[config.mk]
export PLATFORM = sky130hd
export DESIGN_NAME = mmm_modexp_ctrl
export DESIGN_NICKNAME = d
export VERILOG_FILES = /design/src/rtl/mmm_pkg.sv /design/src/rtl/mmm_modexp_chk.sv /design/src/rtl/mmm_op_seq.sv /design/src/rtl/mmm_modexp_ctrl.sv
export SDC_FILE = /design/constraint.sdc
export NUM_CORES = 1
export LEC_CHECK = 0
export BUFFER_PORTS_ARGS = -buffer_cell sky130_fd_sc_hd__buf_2
export CAP_MARGIN = 20
export CORE_MARGIN = 1.5
export CORE_UTILIZATION = 30
export CTS_CLUSTER_DIAMETER = 40
export DETAILED_ROUTE_END_ITERATION = 6
export PLACE_DENSITY_LB_ADDON = 0.2
export SETUP_SLACK_MARGIN = 0.3
export SYNTH_ARGS = -nofsm -noshare
export SYNTH_HDL_FRONTEND = slang
export SYNTH_SLANG_ARGS = --single-unit
export TNS_END_PERCENT = 10
[constraint.sdc]
create_clock -name clk -period 2.73 [get_ports clk]
set_clock_uncertainty 0.1 [all_clocks]
set_input_delay 0.273 -clock clk [delete_from_list [all_inputs] [get_ports clk]]
set_output_delay 0.273 -clock clk [all_outputs]
set_load 0.03 [all_outputs]
[src/rtl/mmm_pkg.sv]
// Shared types for the Montgomery modular-exponentiation sequencer:
// top-level steps, per-multiply phases and operand selects.
package mmm_pkg;

    localparam int MMM_MAX_W = 64;

    typedef enum logic [2:0] {
        S_IDLE  = 3'd0,
        S_PRE_X = 3'd1,
        S_PRE_A = 3'd2,
        S_SQR   = 3'd3,
        S_MUL   = 3'd4,
        S_POST  = 3'd5,
        S_DONE  = 3'd6
    } top_state_e;

    typedef enum logic [2:0] {
        PH_CLR  = 3'd0,
        PH_LOAD = 3'd1,
        PH_ITER = 3'd2,
        PH_CAPT = 3'd3,
        PH_WB   = 3'd4
    } phase_e;

    typedef enum logic [2:0] {
        SEL_ONE = 3'd0,
        SEL_MSG = 3'd1,
        SEL_R2  = 3'd2,
        SEL_A   = 3'd3,
        SEL_X   = 3'd4
    } opsel_e;

    // Constant one; callers cast it down to their operand width.
    function automatic logic [MMM_MAX_W-1:0] mmm_one();
        return {{(MMM_MAX_W-1){1'b0}}, 1'b1};
    endfunction

endpackage

[src/rtl/mmm_modexp_chk.sv]
// Precondition checker: the modulus must be odd with 1 < N < 2^(WIDTH-1)
// whenever a start is accepted.
module mmm_modexp_chk #(
    parameter int WIDTH = 8
)(
    input logic             clk,
    input logic             rst,
    input logic             start,
    input logic             busy,
    input logic [WIDTH-1:0] modulus
);
    localparam logic [WIDTH-1:0] N_MIN = {{(WIDTH-1){1'b0}}, 1'b1};
    localparam logic [WIDTH-1:0] N_LIM = {1'b1, {(WIDTH-1){1'b0}}};

    a_modulus_ok: assert property (@(posedge clk) disable iff (rst)
        (start && !busy) |-> (modulus[0] && (modulus > N_MIN) && (modulus < N_LIM)));

endmodule

[src/rtl/mmm_op_seq.sv]
// Phase counter for one Montgomery multiply: CLR, LOAD, WIDTH x ITER, CAPT, WB.
// Exposes the next phase so the caller can register its control outputs.
module mmm_op_seq
    import mmm_pkg::*;
#(
    parameter int WIDTH = 8
)(
    input  logic   clk,
    input  logic   rst,
    input  logic   go_i,
    output phase_e phase_nxt_o,
    output logic   active_nxt_o,
    output logic   op_done_o
);
    localparam int            CW       = $clog2(WIDTH + 4);
    localparam logic [CW-1:0] CNT_CAPT = CW'(WIDTH + 2);
    localparam logic [CW-1:0] CNT_WB   = CW'(WIDTH + 3);

    logic [CW-1:0] cnt_q, cnt_d;
    logic          active_q, active_d;

    // Next count: go restarts at CLR (chaining multiplies back to back), WB ends an idle-bound multiply.
    always_comb begin
        cnt_d    = cnt_q;
        active_d = active_q;
        if (go_i) begin
            cnt_d    = {CW{1'b0}};
            active_d = 1'b1;
        end else if (active_q && (cnt_q == CNT_WB)) begin
            cnt_d    = {CW{1'b0}};
            active_d = 1'b0;
        end else if (active_q) begin
            cnt_d = cnt_q + CW'(1);
        end else begin
            active_d = 1'b0;
        end
    end

    // Phase decode of the next count.
    always_comb begin
        phase_nxt_o = PH_ITER;
        if (cnt_d == {CW{1'b0}}) begin
            phase_nxt_o = PH_CLR;
        end else if (cnt_d == CW'(1)) begin
            phase_nxt_o = PH_LOAD;
        end else if (cnt_d == CNT_CAPT) begin
            phase_nxt_o = PH_CAPT;
        end else if (cnt_d == CNT_WB) begin
            phase_nxt_o = PH_WB;
        end else begin
            phase_nxt_o = PH_ITER;
        end
    end

    assign active_nxt_o = active_d;
    assign op_done_o    = active_q && (cnt_q == CNT_WB);

    // Counter state register.
    always_ff @(posedge clk) begin
        if (rst) begin
            cnt_q    <= {CW{1'b0}};
            active_q <= 1'b0;
        end else begin
            cnt_q    <= cnt_d;
            active_q <= active_d;
        end
    end

endmodule

[src/rtl/mmm_modexp_ctrl.sv]
// Left-to-right Montgomery exponentiation sequencer driving one bit-serial
// multiplier; reduces each returned product below N before writing it back.
module mmm_modexp_ctrl
    import mmm_pkg::*;
#(
    parameter int WIDTH      = 8,
    parameter int CONST_TIME = 0
)(
    input  logic             clk,
    input  logic             rst,
    input  logic             start,
    input  logic [WIDTH-1:0] msg,
    input  logic [WIDTH-1:0] exp,
    input  logic [WIDTH-1:0] modulus,
    input  logic [WIDTH-1:0] r2_mod,
    output logic             busy,
    output logic             done,
    output logic [WIDTH-1:0] result,
    output logic             mmm_ena,
    output logic             mmm_clear,
    output logic             mmm_ld_a,
    output logic             mmm_ld_r,
    output logic             mmm_lock,
    output logic [WIDTH-1:0] mmm_a,
    output logic [WIDTH-1:0] mmm_b,
    output logic [WIDTH-1:0] mmm_m,
    input  logic [WIDTH-1:0] mmm_r
);
    localparam int               IW  = $clog2(WIDTH);
    localparam logic [WIDTH-1:0] ONE = WIDTH'(mmm_one());

    top_state_e       state_q, state_d;
    logic [WIDTH-1:0] msg_q, msg_d, exp_q, exp_d, mod_q, mod_d, r2_q, r2_d;
    logic [WIDTH-1:0] x_q, x_d, a_q, a_d, result_q, result_d;
    logic [WIDTH-1:0] mmm_a_q, mmm_a_d, mmm_b_q, mmm_b_d;
    logic [IW-1:0]    idx_q, idx_d;
    logic             busy_q, busy_d, done_q, done_d;
    logic             ena_q, ena_d, clear_q, clear_d, lda_q, lda_d, ldr_q, ldr_d, lock_q, lock_d;
    logic             seq_go, seq_active_nxt, seq_op_done, ge_n, exp_bit;
    phase_e           seq_phase_nxt;
    opsel_e           sel_a, sel_b;
    logic [WIDTH-1:0] red;

    function automatic logic [WIDTH-1:0] operand(input opsel_e sel, input logic [WIDTH-1:0] m_v,
                                                 input logic [WIDTH-1:0] r2_v, input logic [WIDTH-1:0] a_v,
                                                 input logic [WIDTH-1:0] x_v);
        case (sel)
            SEL_MSG: return m_v;
            SEL_R2:  return r2_v;
            SEL_A:   return a_v;
            SEL_X:   return x_v;
            default: return ONE;
        endcase
    endfunction

    mmm_op_seq #(.WIDTH(WIDTH)) u_seq (
        .clk          (clk),
        .rst          (rst),
        .go_i         (seq_go),
        .phase_nxt_o  (seq_phase_nxt),
        .active_nxt_o (seq_active_nxt),
        .op_done_o    (seq_op_done)
    );

    mmm_modexp_chk #(.WIDTH(WIDTH)) u_chk (
        .clk     (clk),
        .rst     (rst),
        .start   (start),
        .busy    (busy_q),
        .modulus (modulus)
    );

    // Product is < 2N, so one compare in WIDTH+1 bits and a single subtract fully reduce it.
    assign ge_n    = ({1'b0, mmm_r} >= {1'b0, mod_q});
    assign red     = ge_n ? (mmm_r - mod_q) : mmm_r;
    assign exp_bit = exp_q[idx_q];

    // Step sequencing; each WB cycle writes the reduced product and launches the next multiply.
    always_comb begin
        state_d  = state_q;
        msg_d    = msg_q;
        exp_d    = exp_q;
        mod_d    = mod_q;
        r2_d     = r2_q;
        x_d      = x_q;
        a_d      = a_q;
        idx_d    = idx_q;
        result_d = result_q;
        busy_d   = busy_q;
        done_d   = 1'b0;
        seq_go   = 1'b0;
        sel_a    = SEL_ONE;
        sel_b    = SEL_ONE;
        case (state_q)
            S_IDLE: begin
                if (start) begin
                    {msg_d, exp_d, mod_d, r2_d} = {msg, exp, modulus, r2_mod};
                    {state_d, busy_d, seq_go, sel_a, sel_b} = {S_PRE_X, 1'b1, 1'b1, SEL_MSG, SEL_R2};
                end else begin
                    state_d = S_IDLE;
                end
            end
            S_PRE_X: begin
                if (seq_op_done) begin
                    x_d = red;
                    {state_d, seq_go, sel_a, sel_b} = {S_PRE_A, 1'b1, SEL_R2, SEL_ONE};
                end else begin
                    state_d = S_PRE_X;
                end
            end
            S_PRE_A: begin
                if (seq_op_done) begin
                    a_d   = red;
                    idx_d = IW'(WIDTH - 1);
                    {state_d, seq_go, sel_a, sel_b} = {S_SQR, 1'b1, SEL_A, SEL_A};
                end else begin
                    state_d = S_PRE_A;
                end
            end
            S_SQR, S_MUL: begin
                if (seq_op_done) begin
                    // A dummy multiply for a zero bit lands in scratch: the product is discarded.
                    if ((state_q == S_SQR) || exp_bit) begin
                        a_d = red;
                    end else begin
                        a_d = a_q;
                    end
                    seq_go = 1'b1;
                    if ((state_q == S_SQR) && (exp_bit || (CONST_TIME != 32'sd0))) begin
                        {state_d, sel_a, sel_b} = {S_MUL, SEL_A, SEL_X};
                    end else if (idx_q == {IW{1'b0}}) begin
                        {state_d, sel_a, sel_b} = {S_POST, SEL_A, SEL_ONE};
                    end else begin
                        idx_d = idx_q - IW'(1);
                        {state_d, sel_a, sel_b} = {S_SQR, SEL_A, SEL_A};
                    end
                end else begin
                    state_d = state_q;
                end
            end
            S_POST: begin
                if (seq_op_done) begin
                    result_d = red;
                    state_d  = S_DONE;
                end else begin
                    state_d = S_POST;
                end
            end
            S_DONE: begin
                {state_d, done_d, busy_d} = {S_IDLE, 1'b1, 1'b0};
            end
            default: begin
                state_d = S_IDLE;
            end
        endcase
    end

    // Operands are captured only when a multiply launches and then held for its whole duration.
    always_comb begin
        mmm_a_d = seq_go ? operand(sel_a, msg_d, r2_d, a_d, x_d) : mmm_a_q;
        mmm_b_d = seq_go ? operand(sel_b, msg_d, r2_d, a_d, x_d) : mmm_b_q;
        ena_d   = seq_active_nxt && (seq_phase_nxt != PH_WB);
        clear_d = seq_active_nxt && (seq_phase_nxt == PH_CLR);
        lda_d   = seq_active_nxt && (seq_phase_nxt == PH_LOAD);
        ldr_d   = seq_active_nxt && (seq_phase_nxt == PH_CAPT);
        lock_d  = (state_d == S_IDLE) || (seq_active_nxt && (seq_phase_nxt == PH_WB));
    end

    // State, datapath and output registers.
    always_ff @(posedge clk) begin
        if (rst) begin
            state_q <= S_IDLE;
            {msg_q, exp_q, mod_q, r2_q, x_q, a_q, result_q} <= {(7*WIDTH){1'b0}};
            {mmm_a_q, mmm_b_q} <= {(2*WIDTH){1'b0}};
            idx_q <= {IW{1'b0}};
            {busy_q, done_q, ena_q, clear_q, lda_q, ldr_q, lock_q} <= 7'b0000000;
        end else begin
            state_q <= state_d;
            {msg_q, exp_q, mod_q, r2_q, x_q, a_q, result_q} <= {msg_d, exp_d, mod_d, r2_d, x_d, a_d, result_d};
            {mmm_a_q, mmm_b_q} <= {mmm_a_d, mmm_b_d};
            idx_q <= idx_d;
            {busy_q, done_q, ena_q, clear_q, lda_q, ldr_q, lock_q} <=
                {busy_d, done_d, ena_d, clear_d, lda_d, ldr_d, lock_d};
        end
    end

    assign busy      = busy_q;
    assign done      = done_q;
    assign result    = result_q;
    assign mmm_ena   = ena_q;
    assign mmm_clear = clear_q;
    assign mmm_ld_a  = lda_q;
    assign mmm_ld_r  = ldr_q;
    assign mmm_lock  = lock_q;
    assign mmm_a     = mmm_a_q;
    assign mmm_b     = mmm_b_q;
    assign mmm_m     = mod_q;

endmodule

==> reports/metrics.csv, run 1 <==
metric,value,unit
CTS Root Cell,clkbuf_16,
Psw,0.898,mW
worst hold margin,0.0546,ns
most frequent cells in the layout,"buf_2, dfxtp_1, nand2_1",
clock transition at the registers of the reported paths,0.07,ns
sequential area share after synthesis,0.389,
Die Y,122,um
vias per inst,5.25,
Mapped Cells,512,
count of final max-slew check failures,0,
final hold vios,0,
Post-CTS Hold Buffers,0,
R2R depth,8,
Synth area leader,dfxtp_1,
RSZ-0062 raised after global routing,true,
RD Place Congestion,0.869,
critical path data arrival time,2.52,ns
register area,1650,sq um
hold path depth,3,
Pwr Density,565,nW/um^2
critical setup path kind,reg2reg,
clock share of power,0.389,
CTS Buffer Depth,2,
total of max-cap violations,0,
mapped cell area,4220,sq um
initial antenna violation count,0,
final setup margin,0.367,ns
Yosys reg bits,82,
final worst-path cycle share,0.866,
Worst-Skew Late Latency,0.34,ns
Final HPWL DP,9.53,mm
Ports,82,
startpoint types,flip-flop,
crit-path cells,inv_1 -> ha_1 -> o21ai_0 -> a21o_1 -> a221o_1 -> o31ai_4 -> nor2_1 -> o32ai_2,
Final setup viols,0,
Core ar.,13800,sq um
crit-path max FO,5,
ys flop type,dfxtp_1,
Worst VDD drop,0.261,mV
first-pass GRT wire length,20.7,mm
CTS sink cnt,82,
DR pass1 iterations,5,
initial DRC count,272,
Horiz. Die Dim,122,um
Final #Nets,653,
Initial Utilization,0.305,
DR WL/cell,16.6,um
Hold Crit Class,in2reg,
DP Worst Slack,-0.0981,ns
share of cells above drive strength 1,0.277,
WP data required,2.89,ns
"most common cell after layout, fill and taps aside",buf_2,
combinational cell fraction of total power,0.186,
Slowest cell on crit path,a221o_1,
Switching Share,0.299,
Buf/Inv on CP,1,
Setup TNS,0,ns
achievable frequency,0.423,GHz
worst slew pin tran,0.744,ns
CP Depth,8,
DIE AREA,14800,sq um
diode count,0,
CTS tree,built,
CTS buffer count,9,
Synth Net Count,567,
"Warnings, synthesis",0,
Crit path max-delay family,compound AO/OA/AOI/OAI gates,
"EDFF count, synth",0,
GRT overflow,0,
ys async rst share,0,
top-area cell type share of the netlist area,0.389,
Mapped Avg Cell Area,8.25,sq um
Internal Power,2.11,mW
antenna-violating nets left,0,
row count,43,
pin count of the biggest net entering global routing,67,
slowest cell delay on critical path,0.37,ns
ranking of synthesized cells by area,"dfxtp_1, nand2_1, a21oi_1, nor2_1, a211oi_1",
synth-to-layout area growth,26.0,%
Fillers,1445,
DRC viols,0,
Max H-tree Level,3,
status,completed,
Post-Route WL,13.0,mm
slew margin rel.,0.504,
total number of vias,4107,
CP Capture Type,flip-flop,
Final min period,2.36,ns
Leakage,2.13,nW
Overall Global Routing Usage,0.181,
vias in the first global route,3882,
post-synthesis cell type count,68,
multi-input logic area,2480,sq um
Sequential Power Share,0.425,
I/O Buffers,81,
-- what timing repair did --
| action | in CTS | in global routing |
|---|---|---|
| buffers inserted | 1 | 0 |
| pin swaps | 1 | 3 |
| resized for setup | 5 | 21 |
| endpoints found under the setup margin | 23 | 42 |
-- path summary, 6_finish.rpt --
kind              startpoint        to  slack, ns
setup / recovery    mmm_m[2]  mmm_a[7]       0.37
hold / removal    modulus[1]  mmm_m[1]       0.05
setup reg to reg    mmm_m[2]  mmm_a[7]       0.37
hold reg to reg      r2_q[5]   r2_q[5]       0.36
-- area by class of cell --
class                      instances  area share
multi-input combinational        378       0.466
tap                              180      0.0423
clock inverter                     5     0.00753
sequential                        82       0.310
timing repair buffer             109       0.116
clock buffer                      10      0.0449
inverter                          18      0.0127
-- routing by layer --
| metal | up-vias | GRT usage | part of all wire |
|---|---|---|---|
| li1 | 2010 | - | - |
| met1 | 1971 | 0.255 | 0.48 |
| met2 | 107 | 0.278 | 0.46 |
| met3 | 19 | 0.0290 | 0.041 |
| met4 | 0 | 0.0691 | 0.018 |
| met5 | - | 0 | 0 |
-- power groups by stage --
stage / Sequential (mW) / Combinational, mW / Clock (mW)
3_3_place_gp: 1.30 / 0.527 / 0
4_1_cts: 1.27 / 0.540 / 1.20
5_1_grt: 1.28 / 0.611 / 1.25
6_report: 1.27 / 0.559 / 1.17
3_5_place_dp: 1.30 / 0.523 / 0
2_1_floorplan: 1.34 / 0.283 / 0
-- sequential cells by signal (all words and copies together), names as in the netlist, 8 cells and up --
| name | count |
|---|---|
| a_q | 8 |
| exp_q | 8 |
| mmm_a | 8 |
| mmm_b | 8 |
| mmm_m | 8 |
| r2_q | 8 |
| result | 8 |
| x_q | 8 |
-- cell usage after synthesis (5+ instances only) --
cell and n:
nor3_1 6, nor2_1 59, and3_1 5, ha_1 11, nor2b_1 8, a21o_1 6
o21ai_0 19, o22ai_1 6, mux2i_1 8, nand2b_1 8, dfxtp_1 82, nand3_1 11
nand2_1 73, o21a_1 8, inv_1 18, a21oi_1 50, buf_2 11, a211oi_1 22
clkbuf_1 19
-- worst register-to-register path, cell delays in order (launching register included) --
cell and delay, ns:
dfxtp_2 0.34, inv_1 0.07, ha_1 0.36, o21ai_0 0.17, a21o_1 0.23, a221o_1 0.37
o31ai_4 0.32, nor2_1 0.09, o32ai_2 0.24
-- kinds of logic after synthesis --
family / share of synthesized area
and+or+nand+nor: 0.211
AOI/OAI and AO/OA: 0.251
buffers and inverters: 0.0539
xor gates and xnor gates: 0.0124
DFF: 0.389
adders and majority gates: 0.0373
muxes: 0.0456
-- stage by stage --
stage | std cells | utilization | total power, mW | cell area [sq um]
floorplan | 512 | - | 1.63 | 4240
finish | 782 | 0.385 | 3.00 | 5320
detailed placement | 766 | 0.356 | 1.82 | 4920
CTS | 782 | 0.378 | 3.02 | 5230
global placement | 766 | 0.356 | 1.83 | 4920
global route | 782 | 0.385 | 3.14 | 5320
Power figures use the tool's default switching activity.
==> run 2, diff against run 1 <==
- CORE_MARGIN: 1.5 -> 4
- CORE_UTILIZATION: 30 -> 35
==> run 2 against run 1 <==
  * Core utilization up 6.9 points
  * Fmax up 0.46%
  * Non-clock buffer count unchanged
  * Hold slack better by 0.0064 ns
  * Sequential cell count unchanged
  * Die area down 6.2%
  * Critical path type unchanged
  * Critical endpoint is now mmm_b[2]
  * Largest cell class unchanged
==> reports/metrics.csv, run 2 (synthesis gave the netlist of run 1 again) <==
metric,value,unit,change
first-pass GRT wire length,20.8,mm,+0.20%
vias per inst,5.43,,+3.4%
critical setup path kind,reg2reg,,
final setup margin,0.378,ns,+0.0109 ns
CTS Buffer Depth,2,,unchanged
GRT overflow,0,,unchanged
RSZ-0062 raised after global routing,true,,
slowest cell delay on critical path,0.56,ns,+0.19 ns
crit-path cells,mux4_2 -> mux2_4 -> a21o_1 -> mux2i_1 -> o22ai_1,,
status,completed,,
vias in the first global route,3992,,+2.8%
slew margin rel.,0.521,,+0.0165
"most common cell after layout, fill and taps aside",buf_2,,
Post-CTS Hold Buffers,0,,unchanged
worst slew pin tran,0.719,ns,-0.0248 ns
Final #Nets,653,,unchanged
startpoint types,flip-flop,,
Max H-tree Level,3,,unchanged
Final min period,2.35,ns,-0.0109 ns
Final HPWL DP,9.49,mm,-0.41%
Worst VDD drop,0.315,mV,+21%
Crit path max-delay family,multiplexers,,
Util after Layout,0.453,,+0.0687
CP Capture Type,flip-flop,,
share of cells above drive strength 1,0.269,,-0.00875
Switching Share,0.289,,-0.00986
total number of vias,4051,,-1.4%
Leakage,2.13,nW,+0.20%
Die Y,118,um,-3.1%
Post-CTS Setup Repair Bufs,0,,-1
I/O Buffers,81,,unchanged
Slowest cell on crit path,mux4_2,,
Setup TNS,0,ns,unchanged
initial DRC count,254,,-6.6%
Internal Power,2.18,mW,+3.4%
Core ar.,11600,sq um,-16%
Final setup viols,0,,unchanged
clock transition at the registers of the reported paths,0.06,ns,about the same
DR pass1 iterations,4,,-1
worst hold margin,0.0610,ns,+0.00637 ns
RD Place Congestion,0.867,,-0.17%
count of final max-slew check failures,0,,unchanged
Ports,82,,unchanged
total of max-cap violations,0,,unchanged
DP Worst Slack,0.0843,ns,+0.182 ns
CTS tree,built,,
multi-input logic area,2450,sq um,-1.4%
achievable frequency,0.425,GHz,+0.46%
pin count of the biggest net entering global routing,67,,unchanged
Worst-Skew Late Latency,0.34,ns,about the same
CTS buffer count,9,,unchanged
register area,1650,sq um,unchanged
Hold Crit Class,in2reg,,
diode count,0,,unchanged
Horiz. Die Dim,118,um,-3.1%
crit-path max FO,10,,+5
Sequential Power Share,0.415,,-0.010
DRC viols,0,,unchanged
combinational cell fraction of total power,0.182,,-0.004
Psw,0.885,mW,-1.4%
Fillers,1196,,-17%
most frequent cells in the layout,"buf_2, dfxtp_1, nand2_1",,
antenna-violating nets left,0,,unchanged
Pwr Density,581,nW/um^2,+3.0%
WP data required,2.83,ns,-0.06 ns
Total Power,3.06,mW,+1.9%
final hold vios,0,,unchanged
clock share of power,0.402,,+0.013
CTS Root Cell,clkbuf_16,,
critical path data arrival time,2.45,ns,-0.07 ns
Buf/Inv on CP,0,,-1
CTS sink cnt,82,,unchanged
final worst-path cycle share,0.862,,-0.00399
Reg2Reg Setup Slack,0.38,ns,about the same
Initial Utilization,0.363,,+0.0582
row count,39,,-9.3%
DR WL/cell,17.2,um,+3.6%
Overall Global Routing Usage,0.185,,+0.00344
initial antenna violation count,0,,unchanged
DIE AREA,13900,sq um,-6.2%
synth-to-layout area growth,24.7,%,
Post-Route WL,12.8,mm,-1.2%
run 2: final timing paths:
| kind | start | to | cells after the start |
|---|---|---|---|
| max | idx_q[1] | mmm_b[2] | 5 |
| min | modulus[0] | mmm_m[0] | 3 |
| max reg2reg | idx_q[1] | mmm_b[2] | 5 |
| min reg2reg | r2_q[1] | r2_q[1] | 2 |
run 2: cell type report:
class	instances	area share
clock buffers	10	0.0435
clock inverters	6	0.0124
inverters	18	0.0128
multi-input cells	378	0.464
flip-flops and latches	82	0.314
well taps	143	0.0340
repair buffers	109	0.119
run 2: through the flow:
| step | std cells | cell area [sq um] |
|---|---|---|
| floorplan | 512 | 4240 |
| global placement | 730 | 4890 |
| detailed placement | 730 | 4890 |
| CTS | 746 | 5200 |
| global route | 746 | 5270 |
| finish | 746 | 5270 |
run 2: repair_timing:
| item | CTS | global route |
|---|---|---|
| cloned | 0 | 0 |
| endpoints found under the setup margin | 32 | 33 |
| pin swaps | 0 | 1 |
| gates resized for setup | 6 | 12 |
run 2: power groups by stage:
| stage | combinational [mW] | clock (mW) | sequential [mW] |
|---|---|---|---|
| 6_report | 0.558 | 1.23 | 1.27 |
| 5_1_grt | 0.606 | 1.31 | 1.28 |
| 4_1_cts | 0.537 | 1.26 | 1.27 |
| 3_5_place_dp | 0.524 | 0 | 1.30 |
| 3_3_place_gp | 0.523 | 0 | 1.30 |
| 2_1_floorplan | 0.283 | 0 | 1.34 |
run 2: per-layer routing:
metal / global-route usage / vias up / routed length [um]
met3: 0.0365 / 16 / 621
met5: 0 / - / 0
met1: 0.249 / 1915 / 6080
li1: - / 2001 / -
met4: 0.0718 / 0 / 283
met2: 0.291 / 119 / 5830
run 2: tightest hold or removal path: cells and delay by family:
family / cells / cell delay, ns
and+or+nand+nor: 1 / 0.04
AOI/OAI and AO/OA: 1 / 0.05
buffers and inverters: 1 / 0.10
